### config.mk
export PLATFORM = sky130hd
export DESIGN_NAME = bus_arbiter
export DESIGN_NICKNAME = d
export VERILOG_FILES = /design/src/rtl/serial_bus_pkg.sv /design/src/rtl/split_timer.sv /design/src/rtl/bus_arbiter.sv
export SDC_FILE = /design/constraint.sdc
export NUM_CORES = 1
export LEC_CHECK = 0
export BUFFER_PORTS_ARGS = -buffer_cell sky130_fd_sc_hd__buf_2
export CELL_PAD_IN_SITES_DETAIL_PLACEMENT = 1
export CELL_PAD_IN_SITES_GLOBAL_PLACEMENT = 1
export CORE_UTILIZATION = 39
export CTS_CLUSTER_SIZE = 30
export DETAILED_ROUTE_END_ITERATION = 8
export MAX_ROUTING_LAYER = met4
export PLACE_DENSITY = 0.73
export SYNTH_ARGS = -nofsm -noshare
export SYNTH_HDL_FRONTEND = slang
export SYNTH_HIERARCHICAL = 1
export SYNTH_SLANG_ARGS = --single-unit
### constraint.sdc
create_clock -name clock -period 1.98 [get_ports clock]
set_clock_uncertainty 0.15 [all_clocks]
set_input_delay 0.099 -clock clock [delete_from_list [all_inputs] [get_ports clock]]
set_output_delay 0.099 -clock clock [all_outputs]
set_load 0.02 [all_outputs]
### src/rtl/serial_bus_pkg.sv
// Shared types for the two-master split-capable bus arbiter: FSM states,
// master IDs and the default split timeout.
package serial_bus_pkg;

  localparam int SPLIT_TIMEOUT_DEFAULT = 1000;

  typedef enum logic [1:0] {
    IDLE   = 2'd0,
    GNT_M1 = 2'd1,
    GNT_M2 = 2'd2
  } arb_state_t;

  typedef enum logic {
    M1 = 1'b0,
    M2 = 1'b1
  } master_id_t;

endpackage

### src/rtl/split_timer.sv
// Parked-master watchdog: counts while enabled, restarts on clear, and flags
// the cycle on which the last allowed count has been reached.
module split_timer
  import serial_bus_pkg::*;
#(
  parameter int LIMIT = SPLIT_TIMEOUT_DEFAULT
) (
  input  logic clock,
  input  logic rst,
  input  logic clear,
  input  logic enable,
  output logic expire
);

  localparam int CW = $clog2(LIMIT + 1);
  localparam logic [CW-1:0] LAST = CW'(LIMIT - 1);
  localparam logic [CW-1:0] MAX  = CW'(LIMIT);

  logic [CW-1:0] count;

  // Saturates at LIMIT so the count never wraps if enable lingers.
  always_ff @(posedge clock or negedge rst) begin
    if (!rst) begin
      count <= '0;
    end else if (clear) begin
      count <= '0;
    end else if (enable && count != MAX) begin
      count <= count + CW'(1);
    end
  end

  assign expire = enable && !clear && (count == LAST);

endmodule

### src/rtl/bus_arbiter.sv
// Non-preemptive two-master bus arbiter with split-transaction parking,
// resume priority for the released master and a timeout-forced release.
module bus_arbiter
  import serial_bus_pkg::*;
#(
  parameter int SPLIT_TIMEOUT = SPLIT_TIMEOUT_DEFAULT
) (
  input  logic       clock,
  input  logic       rst,
  input  logic       m1_req,
  input  logic       m2_req,
  input  logic       split,
  input  logic       split_done,
  output logic       m1_grant,
  output logic       m2_grant,
  output logic       bus_busy,
  output logic       split_pending,
  output logic       split_owner,
  output logic       split_abort,
  output arb_state_t dbg_state
);

  // Bus protocol: a master holds req high for its whole transaction and
  // drops it to release; grant is registered and only changes on clock edges.

  arb_state_t state, next_state;
  master_id_t owner_q, resume_id;
  logic       resume_valid;
  logic       arb_en;
  logic       owning, pend_survives, take_split, done_hit, timeout_hit, expire;
  logic       elig_m1, elig_m2;
  master_id_t cur_owner;

  assign owning        = (state == GNT_M1) || (state == GNT_M2);
  assign cur_owner     = (state == GNT_M2) ? M2 : M1;
  assign pend_survives = split_pending && !split_done;
  assign take_split    = split && owning && !pend_survives;
  assign done_hit      = split_done && split_pending;
  assign timeout_hit   = expire && !split_done;
  assign elig_m1       = m1_req && !(split_pending && owner_q == M1);
  assign elig_m2       = m2_req && !(split_pending && owner_q == M2);

  split_timer #(.LIMIT(SPLIT_TIMEOUT)) u_split_timer (
    .clock  (clock),
    .rst    (rst),
    .clear  (take_split),
    .enable (split_pending),
    .expire (expire)
  );

  always_comb begin
    next_state = state;
    case (state)
      IDLE: begin
        if (arb_en) begin
          if (elig_m2 && (!elig_m1 || (resume_valid && resume_id == M2))) begin
            next_state = GNT_M2;
          end else if (elig_m1) begin
            next_state = GNT_M1;
          end
        end
      end
      GNT_M1:  if (take_split || !m1_req) next_state = IDLE;
      GNT_M2:  if (take_split || !m2_req) next_state = IDLE;
      default: next_state = IDLE;
    endcase
  end

  // arb_en holds off arbitration for the first edge after reset release so
  // the first grant is at least a full cycle away from rst deasserting.
  always_ff @(posedge clock or negedge rst) begin
    if (!rst) begin
      state         <= IDLE;
      arb_en        <= 1'b0;
      m1_grant      <= 1'b0;
      m2_grant      <= 1'b0;
      bus_busy      <= 1'b0;
      split_pending <= 1'b0;
      owner_q       <= M1;
      split_abort   <= 1'b0;
      resume_valid  <= 1'b0;
      resume_id     <= M1;
    end else begin
      arb_en      <= 1'b1;
      state       <= next_state;
      m1_grant    <= (next_state == GNT_M1);
      m2_grant    <= (next_state == GNT_M2);
      bus_busy    <= (next_state != IDLE);
      split_abort <= timeout_hit;

      if (take_split) begin
        split_pending <= 1'b1;
        owner_q       <= cur_owner;
      end else if (split_done || timeout_hit) begin
        split_pending <= 1'b0;
      end

      // A master released by split_done gets one shot at top priority.
      if (done_hit) begin
        resume_valid <= 1'b1;
        resume_id    <= owner_q;
      end else if (state == IDLE && next_state != IDLE) begin
        resume_valid <= 1'b0;
      end
    end
  end

  assign split_owner = owner_q;
  assign dbg_state   = state;

endmodule

Word level (Yosys, flattened, before mapping)

Index checks and enable logic that the tools add are counted.

Input port bits: 6
Flip-flop bits (word level): 21
Logic and storage cells: 65

Bitwise operators: 1
Reductions and logical operators: 33
Muxes and demuxes: 13
Eq/ne operators: 6
Add/subtract/negate cells: 1

Operator list:

| operator                                                              | number |
|---|---|
| 10-bit 2-to-1 mux                                                     | 2 |
| 1-bit logical AND                                                     | 15 |
| 10-bit by 1-bit adder with 10-bit output, second input constant       | 1 |
| 10-bit equality test, second input constant                           | 1 |
| 2-bit 2-to-1 mux                                                      | 5 |
| 10-bit inequality test, second input constant                         | 1 |
| 1-bit logical NOT                                                     | 8 |
| 2-bit nonzero test                                                    | 4 |
| 2-bit case mux with 3 select lines                                    | 1 |
| 1-bit logical OR                                                      | 5 |
| 1-bit 2-to-1 mux                                                      | 5 |
| 2-bit by 1-bit equality test with 1-bit output, second input constant | 2 |
| 2-bit equality test, second input constant                            | 2 |
| 2-bit logical NOT                                                     | 1 |
| 1-bit inverter                                                        | 1 |

Depth between registers and ports, before layout

Word-level depth: 14
Gate-level depth with buffers: 9

Cells and area by module

Netlist, hierarchy kept.

By module, submodules not included:

| module      | seq. area each (µm²) | times used | area an instance (µm²) | cells an instance |
|---|---|---|---|---|
| split_timer | 250.2                | 1          | 594.3                  | 65 |
| bus_arbiter | 275.3                | 1          | 586.8                  | 56 |

Worst setup path after synthesis

OpenSTA, ideal clock, no wires.

Path type: register to register
From: register state[0], in the netlist dbg_state[0]
To: register bus_busy
Path buffers: 0
Data arrival time: 1730 ps
Path slack: -32 ps
Stages on the path, launching flop included: 7
Period minus slack after synthesis: 2012 ps
Cell sequence: dfrtp_1 inv_1 ha_1 a22o_1 o21a_1 o211a_1 or3b_1

Longest elaborated chain between the ends: 8

RTL lines:

| element                                                                                      | RTL line                             | text |
|---|---|---|
| start, declared                                                                              | bus_arbiter.sv:26                    | `arb_state_t state, next_state;` |
| start signal, assigned                                                                       | bus_arbiter.sv:85                    | `state <= next_state;` |
| 2-bit by 1-bit equality test with 1-bit output / 2-bit equality test (equally long branches) | bus_arbiter.sv:34, bus_arbiter.sv:53 |  |
| 1-bit logical OR                                                                             | bus_arbiter.sv:34                    | `assign owning = (state == GNT_M1) \|\| (state == GNT_M2);` |
| 1-bit logical AND (2 in series)                                                              | bus_arbiter.sv:37                    | `assign take_split = split && owning && !pend_survives;` |
| 1-bit logical OR (on tied branches)                                                          | bus_arbiter.sv:64, bus_arbiter.sv:63 |  |
| 2-bit 2-to-1 mux (on tied branches)                                                          | bus_arbiter.sv:64, bus_arbiter.sv:63 |  |
| 2-bit case mux with 3 select lines (*)                                                       | bus_arbiter.sv:53                    | `case (state)` |
| 2-bit nonzero test (*)                                                                       | bus_arbiter.sv:88                    | `bus_busy <= (next_state != IDLE);` |
| end signal, assigned                                                                         | bus_arbiter.sv:88                    |  |
| end, declared                                                                                | bus_arbiter.sv:16                    | `output logic bus_busy,` |

Mark *: on every way between the ends. The rest lies on a longest branch, timed or not.
A chain may end at the register's enable or synchronous reset.

Worst setup path after layout

Ends and elaborated chain as after synthesis.

==> results.md <==
- The flow ran to the end, and the final reports show no timing, DRC or antenna violations.
- The number of clock sinks seen by CTS is 21.
- For this configuration, the core starts out at a cell density of 42.1%.
- The cell area after technology mapping is 0.00118 mm².
- The fraction of synthesized area in multiplexers is 1.91%.
- The HPWL after detailed placement is 2070 µm.
- The first detailed-routing pass took 4 iterations.
- The pin count of the biggest net entering global routing is 22.
- The placed cell count is 168.
- In this run, synthesis inferred 0 flip-flops with an integrated enable.
- The data arrival at the endpoint of the critical path is 1990 ps.
- The maximum clock frequency is ~510 MHz.
- The sequential fraction of the synthesis area is between 40% and 50%.
- In the layout the commonest cells are dfrtp_1, nand2_1, buf_2.
- Port buffering added 13 buffers.
- The final routed wire length divided by cell count is 16.0 µm.
- The total global routing track utilization is 19.4%.
- The full die area is 0.00325 mm².
- The via count of the first global-routing pass is 1059.
- The most critical setup path has its endpoint at bus_busy$_DFF_PN0_.
- For this block, the initial DRC count from the detailed router was 4.
- Counting distinct cell types in the post-synthesis netlist gives 39.
- The non-filler instance count after layout is roughly 180.
- Of the total synthesized cell area, the portion taken by XOR and XNOR cells is 1.48%.
- The routed layout has 1011 vias.
- After synthesis the netlist holds a flip-flop and latch count of 21.
- During I/O placement, the number of pins put on the boundary was 14.
- At the placement stage, the worst setup path has a slack of 9.46 ps.
- After technology mapping, the gate count stands at approximately 120.
- The via count normalized by instance count is 5.71.
- The maximum ir drop on the vdd rail is 0.548 mV.
- The global route total overflow is 0.
- The commonest non-fill, non-tap cell in the layout is dfrtp_1.
- After clock tree synthesis, the clock-pin slew on the worst setup and hold paths is 120 ps.
- The time the worst path needs with I/O delays and setup is slightly below 2000 ps.
- The first global-routing pass estimated 4700 µm of wire.
- The number of cells on the worst hold path is 4.
- The post-route antenna net violation count is 0.
- Compared with the post-synthesis result, the final layout area differs by 19.8%.
- Setup violations remaining at the end of the flow were counted as 0.
- Cells with a size suffix above 1 make up 28.8% of the layout.
- The kind of end point of the critical path is a flop.
- The synthesized netlist net count is 133.
- The capture instance of the worst register-to-register path is bus_busy$_DFF_PN0_.
- The leakage power is roughly 0.66 nW.
- At the end of the flow, the number of nets in the layout was between 150 and 200.
- The initialized floorplan defines 19 standard-cell rows.
- The number of failing hold endpoints at the final stage is 0.
- The main combinational cell family by area after synthesis is simple AND/OR/NAND/NOR gates.
- The share of async-settable or async-resettable flops after synthesis is 100%.
- Among all flip-flop cells after synthesis, the most frequent one is dfrtp_1.
- In this run the register-to-register setup slack is 30 ps.
- For the worst setup path, the data required time is 2020 ps.
- The number of levels in the clock H-tree is 1.
- In this run the critical register-to-register path is launched from dbg_state[0]$_DFF_PN0_.
- After Yosys synthesis, and, or, nand and nor cells account for a little under a quarter of the synthesized area.
- The part of the cycle the worst path needs is 98.5%.
- The die is 57.0 µm wide.
- The critical path is of the flop to flop type.
- The path depth of the worst reg2reg path is 6.
- The post-synthesis share of cell area spent on full adders, half adders and majority gates is 6.36%.
- The total area inside the core boundary comes to between 0.002 and 0.003 mm².
- TritonCTS built the clock tree.
- The number of diodes is 0.
- The congestion estimate from routability-driven global placement came to 0.771.
- The worst path meets setup with 30.4 ps of slack.
- The post-synthesis compound-gate area fraction is a little under a fifth.
- The max-slew violation count came to 0.
- The clock root buffer is clkbuf_4.
- The number of clock buffers added by TritonCTS is 3.
- For this run, design rule violations remaining after detail routing come to 0.
- Yosys printed 6 warnings.
- The critical path starts at dbg_state[0]$_DFF_PN0_.
- Power spread over the standard cell area amounts to between 1000 and 1500 mW/mm².
- The vertical extent of the die is between 50 and 60 µm.
- The sum of routed wire length over all layers is around 2800 µm.
- The maximum buffer depth of the clock tree is 2.
- The class of the tightest hold or removal check is primary input to flop.
- Clock latency on the worst-skew pair, taken at its later pin, is 300 ps.
- STA classifies the critical path startpoint as a flop.
- In this run the mean area of a mapped cell was 9.76 µm².
- Of all nets on the critical path, the largest fanout is 3.
- The max-cap check violation count is 0.
- The initial antenna violation count is 0.
## what timing repair did
item                       in CTS  in global routing
hold buffers                    2                  0
hold endpoints to repair       23                  0
pin swaps                       0                  3
setup endpoints to repair       1                  8
buffers inserted                1                  2
resized for setup               0                  8
## layout make-up
cell class	instances	area, µm²
inverters	9	33.8
well taps	31	38.8
fillers	344	1390
multi-input cells	89	643
flip-flops and latches	21	528
clock buffers	4	26.3
repair buffers	23	145
## layer usage
| layer | up-vias | track usage (%) | part of all wire (%) |
|---|---|---|---|
| met5 | - | - | 0 |
| met4 | 0 | 7.32 | 1.2 |
| met3 | 4 | 2.04 | 2.0 |
| met2 | 12 | 34.3 | 52 |
| met1 | 500 | 22.5 | 44 |
| li1 | 495 | - | - |
## sequential cells by signal (all words and copies together) (netlist names)
register	count
resume_valid	1
dbg_state	2
u_split_timer/count	10
m2_grant	1
split_owner	1
resume_id	1
split_pending	1
m1_grant	1
split_abort	1
arb_en	1
bus_busy	1
## worst min path at each step
stage           from                                  to  slack [ps]
2_1_floorplan    rst                    arb_en$_DFF_PN0_        -350
6_report       split           split_pending$_DFFE_PN0P_          90
5_1_grt        split           split_pending$_DFFE_PN0P_         130
3_3_place_gp     rst  u_split_timer/count[2]$_DFFE_PN0P_         -60
4_1_cts        split           split_pending$_DFFE_PN0P_          60
3_5_place_dp     rst  u_split_timer/count[1]$_DFFE_PN0P_         -60
## Yosys cell counts, types with 2 or more instances
cell       number  share of area, %
o2111ai_1       3               2.2
nand4_2         2               2.1
or3_1           4               2.1
nand3_1         3               1.3
or4_1           4               2.5
nand4_1         3               1.6
nor2_1          3              0.95
and2b_2         2               1.5
mux2_2          2               1.9
a21oi_1         6               2.5
inv_1           9               2.9
o21ai_0         8               3.4
xor2_1          2               1.5
nor3_1          2              0.85
nand2_1        14               4.4
a31oi_1         2               1.1
dfrtp_1        21                44
ha_1            6               6.4
nand2b_1        3               1.6
o31ai_1         3               1.9
## where the power goes
part           switching, mW  internal, mW
clock network          0.133        0.0784
registers              0.118         0.544
logic                  0.444         0.356
## cell families after synthesis
kind of cell | count (synthesis)
muxes | 2
DFF | 21
and+or+nand+nor | 47
other | 1
AOI/OAI and AO/OA | 31
xor gates and xnor gates | 2
adders and majority gates | 6
buffers and inverters | 11
## critical path: stages, from the launching register on
cell and delay, ps:
dfrtp_2 430, buf_4 140, ha_1 180, a22o_1 190
o21a_1 140, o211a_1 230, or3b_1 380
## per-stage QoR
step | power [mW] | util (%) | instance area (µm²) | hold WS (ps) | TNS [ps]
6_report | 1.67 | 50.4 | 1420 | 94.3 | 0
3_5_place_dp | 1.39 | 46.8 | 1310 | -55.9 | 0
5_1_grt | 1.81 | 50.4 | 1420 | 130 | -53.9
3_3_place_gp | 1.36 | 46.8 | 1310 | -61.3 | 0
2_1_floorplan | 1.15 | - | 1180 | -347 | 0
4_1_cts | 1.61 | 48.8 | 1370 | 60.8 | 0
Note: power is estimated with default switching activity, not from simulation.
